`src/rtl/cache_mem_arbiter.sv`:
```
// Two-client (DC/IC) arbiter onto a single registered line-memory port with a sticky error flag.
// Define ARB_ROUND_ROBIN_EN to make DC/IC ties alternate instead of always favouring DC.
module cache_mem_arbiter #(
  parameter int ADDR_WIDTH     = 32,
  parameter int LINE_WIDTH     = 256,
  parameter int TIMEOUT_CYCLES = 1024
) (
  input  logic                  clk,
  input  logic                  rst,
  input  logic                  dc_read,
  input  logic                  dc_write,
  input  logic [ADDR_WIDTH-1:0] dc_addr,
  input  logic [LINE_WIDTH-1:0] dc_wdata,
  output logic [LINE_WIDTH-1:0] dc_rdata,
  output logic                  dc_resp,
  input  logic                  ic_read,
  input  logic [ADDR_WIDTH-1:0] ic_addr,
  output logic [LINE_WIDTH-1:0] ic_rdata,
  output logic                  ic_resp,
  output logic                  mem_read,
  output logic                  mem_write,
  output logic [ADDR_WIDTH-1:0] mem_addr,
  output logic [LINE_WIDTH-1:0] mem_wdata,
  input  logic [LINE_WIDTH-1:0] mem_rdata,
  input  logic                  mem_resp,
  output logic                  error
);

  localparam int OFS_W = $clog2(LINE_WIDTH / 8);
  localparam int CNT_W = (TIMEOUT_CYCLES > 1) ? $clog2(TIMEOUT_CYCLES + 1) : 1;
  localparam logic [CNT_W-1:0]      TMO_LIMIT = CNT_W'(TIMEOUT_CYCLES);
  localparam bit                    TMO_EN    = (TIMEOUT_CYCLES != 0);
  localparam logic [ADDR_WIDTH-1:0] OFS_MASK  = ADDR_WIDTH'((64'd1 << OFS_W) - 64'd1);

  typedef enum logic [1:0] {IDLE, BUSY_DC, BUSY_IC, GAP} state_t;

  state_t                  state_q, state_d;
  logic                    mem_read_q, mem_read_d;
  logic                    mem_write_q, mem_write_d;
  logic [ADDR_WIDTH-1:0]   mem_addr_q, mem_addr_d;
  logic [LINE_WIDTH-1:0]   mem_wdata_q, mem_wdata_d;
  logic                    error_q, error_d;
  logic                    last_ic_q, last_ic_d;
  logic [CNT_W-1:0]        tmo_cnt_q, tmo_cnt_d;

  logic dc_pend, ic_pend, dc_first;

  always_comb begin
    dc_pend = dc_read | dc_write;
    ic_pend = ic_read;
`ifdef ARB_ROUND_ROBIN_EN
    dc_first = last_ic_q;
`else
    dc_first = 1'b1;
`endif
  end

  always_comb begin
    state_d     = state_q;
    mem_read_d  = mem_read_q;
    mem_write_d = mem_write_q;
    mem_addr_d  = mem_addr_q;
    mem_wdata_d = mem_wdata_q;
    error_d     = error_q;
    last_ic_d   = last_ic_q;
    tmo_cnt_d   = tmo_cnt_q;

    case (state_q)
      IDLE: begin
        if (mem_resp) error_d = 1'b1;
        if (dc_pend && (dc_first || !ic_pend)) begin
          state_d     = BUSY_DC;
          // A read+write collision is issued as a read only.
          mem_read_d  = dc_read;
          mem_write_d = dc_write & ~dc_read;
          mem_addr_d  = dc_addr & ~OFS_MASK;
          mem_wdata_d = dc_wdata;
          if (dc_read && dc_write) error_d = 1'b1;
        end else if (ic_pend) begin
          state_d     = BUSY_IC;
          mem_read_d  = 1'b1;
          mem_write_d = 1'b0;
          mem_addr_d  = ic_addr & ~OFS_MASK;
          mem_wdata_d = '0;
        end
      end
      BUSY_DC, BUSY_IC: begin
        if (mem_resp) begin
          state_d     = GAP;
          mem_read_d  = 1'b0;
          mem_write_d = 1'b0;
          last_ic_d   = (state_q == BUSY_IC);
          tmo_cnt_d   = '0;
        end else begin
          // Counter saturates at the limit; the transaction keeps waiting.
          if (tmo_cnt_q != TMO_LIMIT) tmo_cnt_d = tmo_cnt_q + 1'b1;
          if (TMO_EN && (tmo_cnt_q + 1'b1 == TMO_LIMIT)) error_d = 1'b1;
        end
      end
      GAP: begin
        if (mem_resp) error_d = 1'b1;
        state_d = IDLE;
      end
      default: state_d = IDLE;
    endcase
  end

  always_ff @(posedge clk or negedge rst) begin
    if (!rst) begin
      state_q     <= IDLE;
      mem_read_q  <= 1'b0;
      mem_write_q <= 1'b0;
      mem_addr_q  <= '0;
      mem_wdata_q <= '0;
      error_q     <= 1'b0;
      last_ic_q   <= 1'b1;
      tmo_cnt_q   <= '0;
    end else begin
      state_q     <= state_d;
      mem_read_q  <= mem_read_d;
      mem_write_q <= mem_write_d;
      mem_addr_q  <= mem_addr_d;
      mem_wdata_q <= mem_wdata_d;
      error_q     <= error_d;
      last_ic_q   <= last_ic_d;
      tmo_cnt_q   <= tmo_cnt_d;
    end
  end

  assign mem_read  = mem_read_q;
  assign mem_write = mem_write_q;
  assign mem_addr  = mem_addr_q;
  assign mem_wdata = mem_wdata_q;
  assign error     = error_q;
  assign dc_resp   = (state_q == BUSY_DC) & mem_resp;
  assign ic_resp   = (state_q == BUSY_IC) & mem_resp;
  assign dc_rdata  = mem_rdata;
  assign ic_rdata  = mem_rdata;

endmodule
```
`config.mk`:
```
export PLATFORM = sky130hd
export DESIGN_NAME = cache_mem_arbiter
export DESIGN_NICKNAME = d
export VERILOG_FILES = /design/src/rtl/cache_mem_arbiter.sv
export SDC_FILE = /design/constraint.sdc
export NUM_CORES = 1
export LEC_CHECK = 0
export BUFFER_PORTS_ARGS = -buffer_cell sky130_fd_sc_hd__buf_2
export CORE_AREA = 5 5 532 534
export DETAILED_ROUTE_END_ITERATION = 10
export DIE_AREA = 0 0 537 539
export PLACE_DENSITY = 0.3
export SETUP_SLACK_MARGIN = 0.1
export SLEW_MARGIN = 20
export SYNTH_ARGS = -nofsm -noshare
export SYNTH_HDL_FRONTEND = slang
export SYNTH_SLANG_ARGS = --single-unit
```
`constraint.sdc`:
```
create_clock -name clk -period 3.3 [get_ports clk]
set_clock_uncertainty 0.15 [all_clocks]
set_input_delay 0.33 -clock clk [delete_from_list [all_inputs] [get_ports clk]]
set_output_delay 0.33 -clock clk [all_outputs]
set_load 0.02 [all_outputs]
```
# --- Word-level counts from Yosys, hierarchy flattened ---
# Cells that the tools add are included.
totals:
  elab_cells: 56
  out_inout_bits: 805
  ff_bits: 304
  inputBits: 582
op_classes:
  n_mux: 23
  reduce_logical: 11
  bitwise_logic: 5
  n_eq_ne: 9
  n_addsub: 1
op_table:
  columns: ["op", "count"]
  rows:
  - ["$mux 256", 2]
  - ["$mux 32", 2]
  - ["$mux 11", 2]
  - ["$add 11x1->11 const B", 1]
  - ["$eq 11x11->1 const B", 1]
  - ["$ne 11x11->1 const B", 1]
  - ["$mux 1", 10]
  - ["$reduce_and 2->1", 4]
  - ["$mux 2", 3]
  - ["$ne 2x2->1 const B", 3]
  - ["$pmux 2 s3", 1]
  - ["$reduce_bool 2->1", 3]
  - ["$eq 2x2->1 const B", 2]
  - ["$pmux 1 s2", 2]
  - ["$and 1x1->1", 3]
  - ["$ne 3x3->1 const B", 1]
  - ["$pmux 1 s3", 1]
  - ["$reduce_and 3->1", 1]
  - ["$eq 2x1->1 const B", 1]
  - ["$logic_not 2->1", 1]
  - ["$reduce_or 2->1", 1]
  - ["$logic_and 1x1->1", 1]
  - ["$not 1->1", 1]
  - ["$or 1x1->1", 1]

# --- Depth between registers and ports, before layout ---
# Gate-level depths: netlist of the first run.
logic_depth:
  ltp_word: 5
  ltp_mapped: 8
  mapped_depth_nobuf: 7

# --- Worst setup path before layout of the first run ---
# No wires, ideal clock.
synth_path:
  path_kind: "flip-flop to flip-flop"
  start: "register state_q[0]"
  end: "register tmo_cnt_q[10]"
  setup_slack_ps: 1136
  t_arrival_ps: 1951
  synth_period_minus_slack_ps: 2164
  stages_incl_launch_ff: 9
  setup_time_ps: 64
  required_ps: 3086
  path_buffers: 1
  path_cell_list: "dfrtp_1 -> inv_1 -> ha_1 -> inv_2 -> a41o_1 -> buf_6 -> or4_1 -> a21oi_1 -> a21o_1"
synth_between:
  elab_chain_cells: 3
  elab_cells_between_ends: 4
  cone_classes: "eq/ne: 2; reduce/logical: 2"
synth_lines:
  columns: ["item", "line_no", "source"]
  rows:
  - ["start: declaration", "37", "state_t state_q, state_d;"]
  - ["start signal: assignment", "119", "state_q <= state_d;"]
  - ["$eq 2x2->1 or $eq 2x1->1 (tied branches)", "68", "case (state_q)"]
  - ["$reduce_or 2->1 *", "68", null]
  - ["$reduce_and 2->1 (no source line) *", null, null]
  - ["end signal: assignment", "126", "tmo_cnt_q <= tmo_cnt_d;"]
  - ["end: declaration", "44", "logic [CNT_W-1:0] tmo_cnt_q, tmo_cnt_d;"]
# Mark *: on every way between the ends. The rest lies on a longest branch, timed or not.
# A chain may end at the register's enable or synchronous reset.

# --- Worst setup path after layout of the first run ---
layout_path:
  start: "register state_q[1]"
  end: "register tmo_cnt_q[10]"
# Same word-level chain as after synthesis.

==> results of run 1 <==
cell families after synthesis:
logic type,synth area share
buffers and inverters,0.281
multiplexers,0.0199
AO/OA/AOI/OAI,0.175
adder cells (fa/ha/maj),0.00578
AND/OR/NAND/NOR,0.0220
XOR/XNOR,0.00231
other,0.000247
flip-flops,0.493
Yosys cell counts (2+ instances only):
library cell	n
a22o_1	257
inv_1	6
buf_1	4
nand4_1	5
and3_1	2
o41ai_1	2
nand2_1	39
o21ai_0	33
nand3_1	3
nor2_1	3
dfrtp_1	299
buf_4	520
o21ai_1	6
a41oi_1	2
nor2b_1	3
o2bb2ai_1	5
buf_6	3
buf_2	26
a41o_1	2
a21o_1	2
mux2i_1	29
o31ai_1	3
a211oi_1	3
xnor2_1	3
and2_1	3
ha_1	7
clkbuf_1	41
nand2b_1	2
a21oi_1	6
nor3_1	5
worst paths after layout:
kind                             endpoint  depth (start not counted)    startpoint
setup / recovery            tmo_cnt_q[10]                          7    state_q[1]
hold / removal             mem_wdata[244]                          2           rst
setup reg to reg            tmo_cnt_q[10]                          7    state_q[1]
hold reg to reg              mem_addr[26]                          2  mem_addr[26]
max in group asynchronous  mem_wdata[115]                          3           rst
min in group clk                mem_write                          4      dc_write
metal layers:
layer  track usage  vias up  share of wire
met4        0.0381        4          0.056
met2         0.106      882           0.39
li1              -     4956              -
met3        0.0774      358           0.22
met1        0.0741     5655           0.33
met5             0        -        0.00020
area by class of cell:
type | instances | area (um2)
timing repair buffer | 940 | 6470
clock buffer | 59 | 1190
fill | 32400 | 254000
tap | 3724 | 4660
sequential | 299 | 7480
multi-input combinational | 440 | 3460
inverter | 7 | 26.3
antenna | 3 | 7.51
clock inverter | 19 | 275
power by group through the flow:
stage / registers (mW) / clock network [mW] / logic [mW]
finish: 6.59 / 4.97 / 10.1
CTS: 6.55 / 5.31 / 10.5
global placement: 6.57 / 0 / 10.2
detailed placement: 6.53 / 0 / 10.2
floorplan: 8.20 / 0 / 4.04
global route: 6.76 / 5.38 / 11.1
flip-flops by register name, summed over array words and instances, names as in the netlist:
register,count
error,1
mem_addr,27
mem_read,1
mem_wdata,256
mem_write,1
state_q,2
tmo_cnt_q,11
per-stage QoR:
step | area [um2] | hold slack, ps | std cells | utilization | power [mW]
finish | 23600 | 140 | 5491 | 0.0848 | 21.6
CTS | 23600 | 46.4 | 5488 | 0.0848 | 22.4
detailed placement | 19000 | 246 | 5097 | 0.0682 | 16.7
floorplan | 15200 | -116 | 1340 | - | 12.2
global placement | 19000 | 238 | 5097 | 0.0682 | 16.7
global route | 23600 | 89.8 | 5490 | 0.0848 | 23.3
layout by cell type (no fill, tap or decap), types with 4 or more instances in the layout:
cell,Yosys,layout
o21ai_0,33,33
o2bb2ai_1,5,5
bufinv_16,0,4
o21ai_1,6,6
clkinvlp_4,0,4
dfrtp_1,299,299
inv_1,6,6
conb_1,1,5
nor3_1,5,5
clkbuf_16,0,43
ha_1,7,7
a22o_1,257,257
clkbuf_1,41,11
buf_12,0,10
clkinv_2,0,4
buf_2,26,602
clkbuf_8,0,5
nand4_1,5,5
buf_4,520,14
mux2i_1,29,29
dlygate4sd3_1,0,313
a21oi_1,6,6
nand2_1,39,39
==> impl_results.md, run 1 <==
- Outcome: finished clean
- First-pass GRT wire length: between 100000 and 150000 um
- Synth warn: 0
- Antenna Nets Post-Route: 0
- Post-Syn Area: 0.0152 mm2
- Final min period: 2490 ps
- Number of synthesized flops with an enable pin: 0
- CTS resizes: 0
- CTS max path bufs: 3
- Sequential power share: 0.304
- Largest area contributor in the netlist: dfrtp_1
- DR vias: 11900
- Largest net degree at the start of global routing: 99
- PD cells: roughly 920 mW/mm2
- Logic pwr share: 0.466
- RSZ-0062 raised after global routing: false
- Per-cell routed wire length: 21.2 um
- Final Routed Wirelength: 116000 um
- Core area: 0.278 mm2
- Row count: 194
- Pleak: slightly below 10 nW
- CTS clk-pin slew, worst paths: 60 ps
- Slew headroom: 0.463
- Top FF cell, synth: dfrtp_1
- Final Setup Violations: 0
- HPWL Detailed: between 90000 and 100000 um
- Top Ports: 1387
- Gr ovfl total: 0
- Final Hold Vio Count: 0
- Cell Chain, Critical Path: inv_1, ha_1, inv_2, a41o_1, or4_1, a21oi_1, a21o_1
- Setup Slack @ Placement: 802 ps
- Clk_lat worst skew: 630 ps
- Pint: 11.6 mW
- Post-CTS Setup Repair Bufs: 0
- Switching Share: 0.466
- Cells after Synth: 1336
- Share of layout cells above drive strength 1: 0.396
- Nets: 2320
- Flop2flop setup slack: 810 ps
- Largest delay contributor family on the critical path: compound AO/OA/AOI/OAI gates
- Worst-margin pin slew: 805 ps
- Clock sink count: around 300
- Buffers on Ports: 603
- Routed vias/inst: roughly 2.2
- Die Y: 539 um
- Max Slew Vio Count: 0
- Vias in the first global route: 12900
- # H-tree levels: 2
- Die X: ~540 um
- Die ar.: 0.289 mm2
- Area fraction of the dominant cell type after synthesis: 0.493
- Async set-reset flop share out of synthesis: 1.00
- First DRT Iteration DRCs: 671
- Maximum VDD drop: around 0.00042 V
- TNS Setup: 0 ps
- Hold Path Class: in -> async
- Gr usage total: 0.0768
- Worst Path Arrival: 2910 ps
- Worst-path fanout max: 10
- Highest Clock Rate: roughly 400 MHz
- Placer Congestion: 0.801
- Startpoint Class: flop
- Worst Path Buf+Inv: 2
- Slowest CP cell: or4_1
- Net switching power: 10.1 mW
- CTS tree: yes
- TritonCTS buffer count: 43
- Crit path largest cell delay: 540 ps
- Sequential share of the synthesized area: 0.493
- Avg Cell Area, Syn: roughly 11 um2
- Max Cap Violations: 0
- Initial Util: 0.0546
- Period utilization: 0.755
- WS Path Type: reg -> reg
- Router iterations before antenna repair: 5
- Area contributors post-synth: dfrtp_1 49%, buf_4 26%, a22o_1 15%
- Critical Path RT: 3720 ps
- Root Driver: clkbuf_16
- Clock power frac: 0.230
- Critical Path Sink Type: flop
- Worst Slack Setup Final: 810 ps
- Flops & latches, synth: 299
- Area delta synth->final: 55.4%
- Initial antenna violation count: 30
- Yosys cell types: 42
- CTS Hold Bufs: 313
- Drt drc: 0
(Power assumes the default switching activity.)
==> run 2, diff against run 1 <==
--- a/config.mk
+++ b/config.mk
@@ -6,9 +6,9 @@
 export NUM_CORES = 1
 export LEC_CHECK = 0
 export BUFFER_PORTS_ARGS = -buffer_cell sky130_fd_sc_hd__buf_2
-export CORE_AREA = 5 5 532 534
+export CORE_AREA = 5 5 534 536
 export DETAILED_ROUTE_END_ITERATION = 10
-export DIE_AREA = 0 0 537 539
+export DIE_AREA = 0 0 539 541
 export PLACE_DENSITY = 0.3
 export SETUP_SLACK_MARGIN = 0.1
 export SLEW_MARGIN = 20
==> constraint.sdc (replaced) <==
create_clock -name clk -period 2 [get_ports clk]
set_clock_uncertainty 0.15 [all_clocks]
set_input_delay 0.2 -clock clk [delete_from_list [all_inputs] [get_ports clk]]
set_output_delay 0.2 -clock clk [all_outputs]
set_load 0.02 [all_outputs]
==> impl_results.md, run 2 (synthesis gave the netlist of run 1 again) <==
- Final Hold Vio Count: 0 (unchanged)
- Worst Path Buf+Inv: 1 (-1)
- Drt drc: 0 (unchanged)
- Initial antenna violation count: 33 (+10%)
- WS Path Type: reg -> reg
- Max Cap Violations: 0 (unchanged)
- Placer Congestion: 0.790 (-1.5%)
- CTS clk-pin slew, worst paths: 60 ps (about the same)
- Root Driver: clkbuf_16
- Die ar.: 0.292 mm2 (+0.74%)
- DR vias: 12900 (+8.6%)
- Router iterations before antenna repair: 5 (unchanged)
- Cell depth of the worst setup path: 6 (-1)
- Nets: 2485 (+7.1%)
- Max Slew Vio Count: 0 (unchanged)
- Clock power frac: 0.215 (-0.015)
- RR Endpoint: error
- Initial Util: 0.0541 (-0.000469)
- TNS Setup: -29.8 ps (-29.8 ps)
- Sequential power share: 0.255 (-0.049)
- Worst setup path endpoint: error
- Highest Clock Rate: 493 MHz (+23%)
- Largest delay contributor family on the critical path: compound AO/OA/AOI/OAI gates
- Slowest CP cell: o41ai_2
- Routed vias/inst: 2.26 (+4.9%)
- Vias in the first global route: 13700 (+6.6%)
- TritonCTS buffer count: 47 (+9.3%)
- Cell Chain, Critical Path: buf_6, nor3_4, o2bb2ai_2, nand4_1, o41ai_2, mux2_1
- Commonest cells after routing, fill and taps aside: 598 x buf_2, 324 x dlygate4sd3_1, 295 x dfrtp_1, 257 x a22o_1, 79 x clkbuf_16
- Period utilization: 1.01 (+0.260)
- Gr ovfl total: 0 (unchanged)
- Hold Path Class: in -> reg
- Final Routed Wirelength: 130000 um (+11%)
- Flop2flop setup slack: -30 ps (-840 ps)
- Commonest non-fill, non-tap cell in the layout: buf_2
- Top Ports: 1387 (unchanged)
- Switching Share: 0.447 (-0.0189)
- FF-to-FF path depth: 6 (-1)
- Critical Path RT: 2410 ps (-1310 ps)
- Antenna Nets Post-Route: 0 (unchanged)
- # H-tree levels: 2 (unchanged)
- Net switching power: 18.8 mW (+87%)
- Largest net degree at the start of global routing: 62 (-37%)
- Share of layout cells above drive strength 1: 0.468 (+0.0719)
- Logic pwr share: 0.530 (+0.064)
- Row count: 195 (+0.52%)
- Maximum VDD drop: 0.000643 V (+53%)
- Clk_lat worst skew: 680 ps (+50 ps)
- Worst-path fanout max: 4 (-6)
- Pint: 23.3 mW (+100%)
- Pwr Total: 42.2 mW (+95%)
- Max reg flops: 256 (unchanged)
- Critical Path Sink Type: flop
- Worst Slack Setup Final: -29.8 ps (-840 ps)
- Gr usage total: 0.0794 (+0.00256)
- Startpoint Class: flop
- Area after DPL: 0.0198 mm2 (+4.2%)
- Per-cell routed wire length: 22.8 um (+7.7%)
- Buffers on Ports: 603 (unchanged)
- Pleak: 11.3 nW (+14%)
- Failing checks: setup timing
- CTS max path bufs: 3 (unchanged)
- Die X: 539 um (+0.37%)
- RSZ-0062 raised after global routing: true
- Final Setup Violations: 1 (+1)
- Crit path largest cell delay: 410 ps (-130 ps)
- Final min period: 2030 ps (-460 ps)
- Die Y: 541 um (+0.37%)
- Min Hold Slack: 115 ps (-25.0 ps)
- Final Instance Area: 0.0265 mm2 (+13%)
- First-pass GRT wire length: 152000 um (+5.5%)
- Core area: 0.280 mm2 (+0.87%)
- HPWL Detailed: 101000 um (+2.1%)
- CTS tree: yes
- Clock sink count: 299 (unchanged)
- Outcome: finished with violations
- Area delta synth->final: 75.0%
- Worst Path Arrival: 2440 ps (-470 ps)
- First DRT Iteration DRCs: 682 (+1.6%)
- Worst setup startpoint: tmo_cnt_q[4]
- PD cells: 1590 mW/mm2 (+73%)
- Reg-to-reg critical path startpoint: tmo_cnt_q[4]
-- run 2: cell types whose count changed in the layout (fill, tap and decap cells not counted), moves of 6 or more --
cell / change
buf_4: +48
clkbuf_16: +36
buf_6: +25
buf_8: +22
buf_16: +15
buf_12: +13
diode_2: +11
dlygate4sd3_1: +11
o21ai_0: -11
nand2_1: -6
o21ai_1: +6
-- run 2: layout make-up --
type | count | area, um2
Timing Repair Buffer | 1101 | 8980
Tap cell | 3743 | 4680
Sequential cell | 299 | 7490
Clock buffer | 63 | 1310
Antenna cell | 14 | 35.0
Multi-Input combinational cell | 440 | 3690
Fill cell | 32300 | 254000
Inverter | 7 | 28.8
Clock inverter | 19 | 323
-- run 2: worst min path at each step --
stage                              from             end  slack (ps)  cells past startpoint
after global placement              rst  mem_wdata[238]         -10                      1
final                      dc_wdata[67]   mem_wdata[67]         120                      3
after global routing      dc_wdata[122]  mem_wdata[122]          50                      3
after floorplan                     rst           error        -250                      0
after CTS                  dc_wdata[16]   mem_wdata[16]         0.4                      3
after detailed placement            rst  mem_wdata[190]         -10                      1
-- run 2: repair_timing --
action	4_1_cts	5_1_grt
setup buffers	14	10
hold buffers	325	5
gates resized for setup	59	108
hold endpoints to repair	598	5
setup endpoints to repair	31	261
pin swaps	78	122
gates cloned	3	41
-- run 2: tightest hold or removal path, stage by stage --
cell	delay [ps]
dlygate4sd3_1	510
buf_2	100
a22o_1	110
-- run 2: per-stage QoR --
stage / setup WS, ps / instances / util
finish: -29.8 / 5686 / 0.0946
global route: -117 / 5674 / 0.0945
CTS: -99.2 / 5622 / 0.0896
detailed placement: -129 / 5198 / 0.0705
global placement: -212 / 5198 / 0.0705
floorplan: 0.319 / 1340 / -
-- run 2: metal layers --
layer	up-vias	share of wire	track usage	routed length, um
met4	10	0.056	0.0392	7310
met1	6157	0.35	0.0780	45000
met3	357	0.19	0.0748	24900
met2	1050	0.40	0.111	52200
met5	-	0.0027	0.00822	351
li1	5302	-	-	-
-- run 2: power groups by stage --
stage                     Sequential [mW]  Combinational (mW)  Clock (mW)
after floorplan                      13.5                6.73           0
after global placement               10.8                18.0           0
after detailed placement             10.7                18.1           0
after CTS                            10.7                19.7        9.59
after global routing                 11.1                24.2        9.74
final                                10.8                22.3        9.05
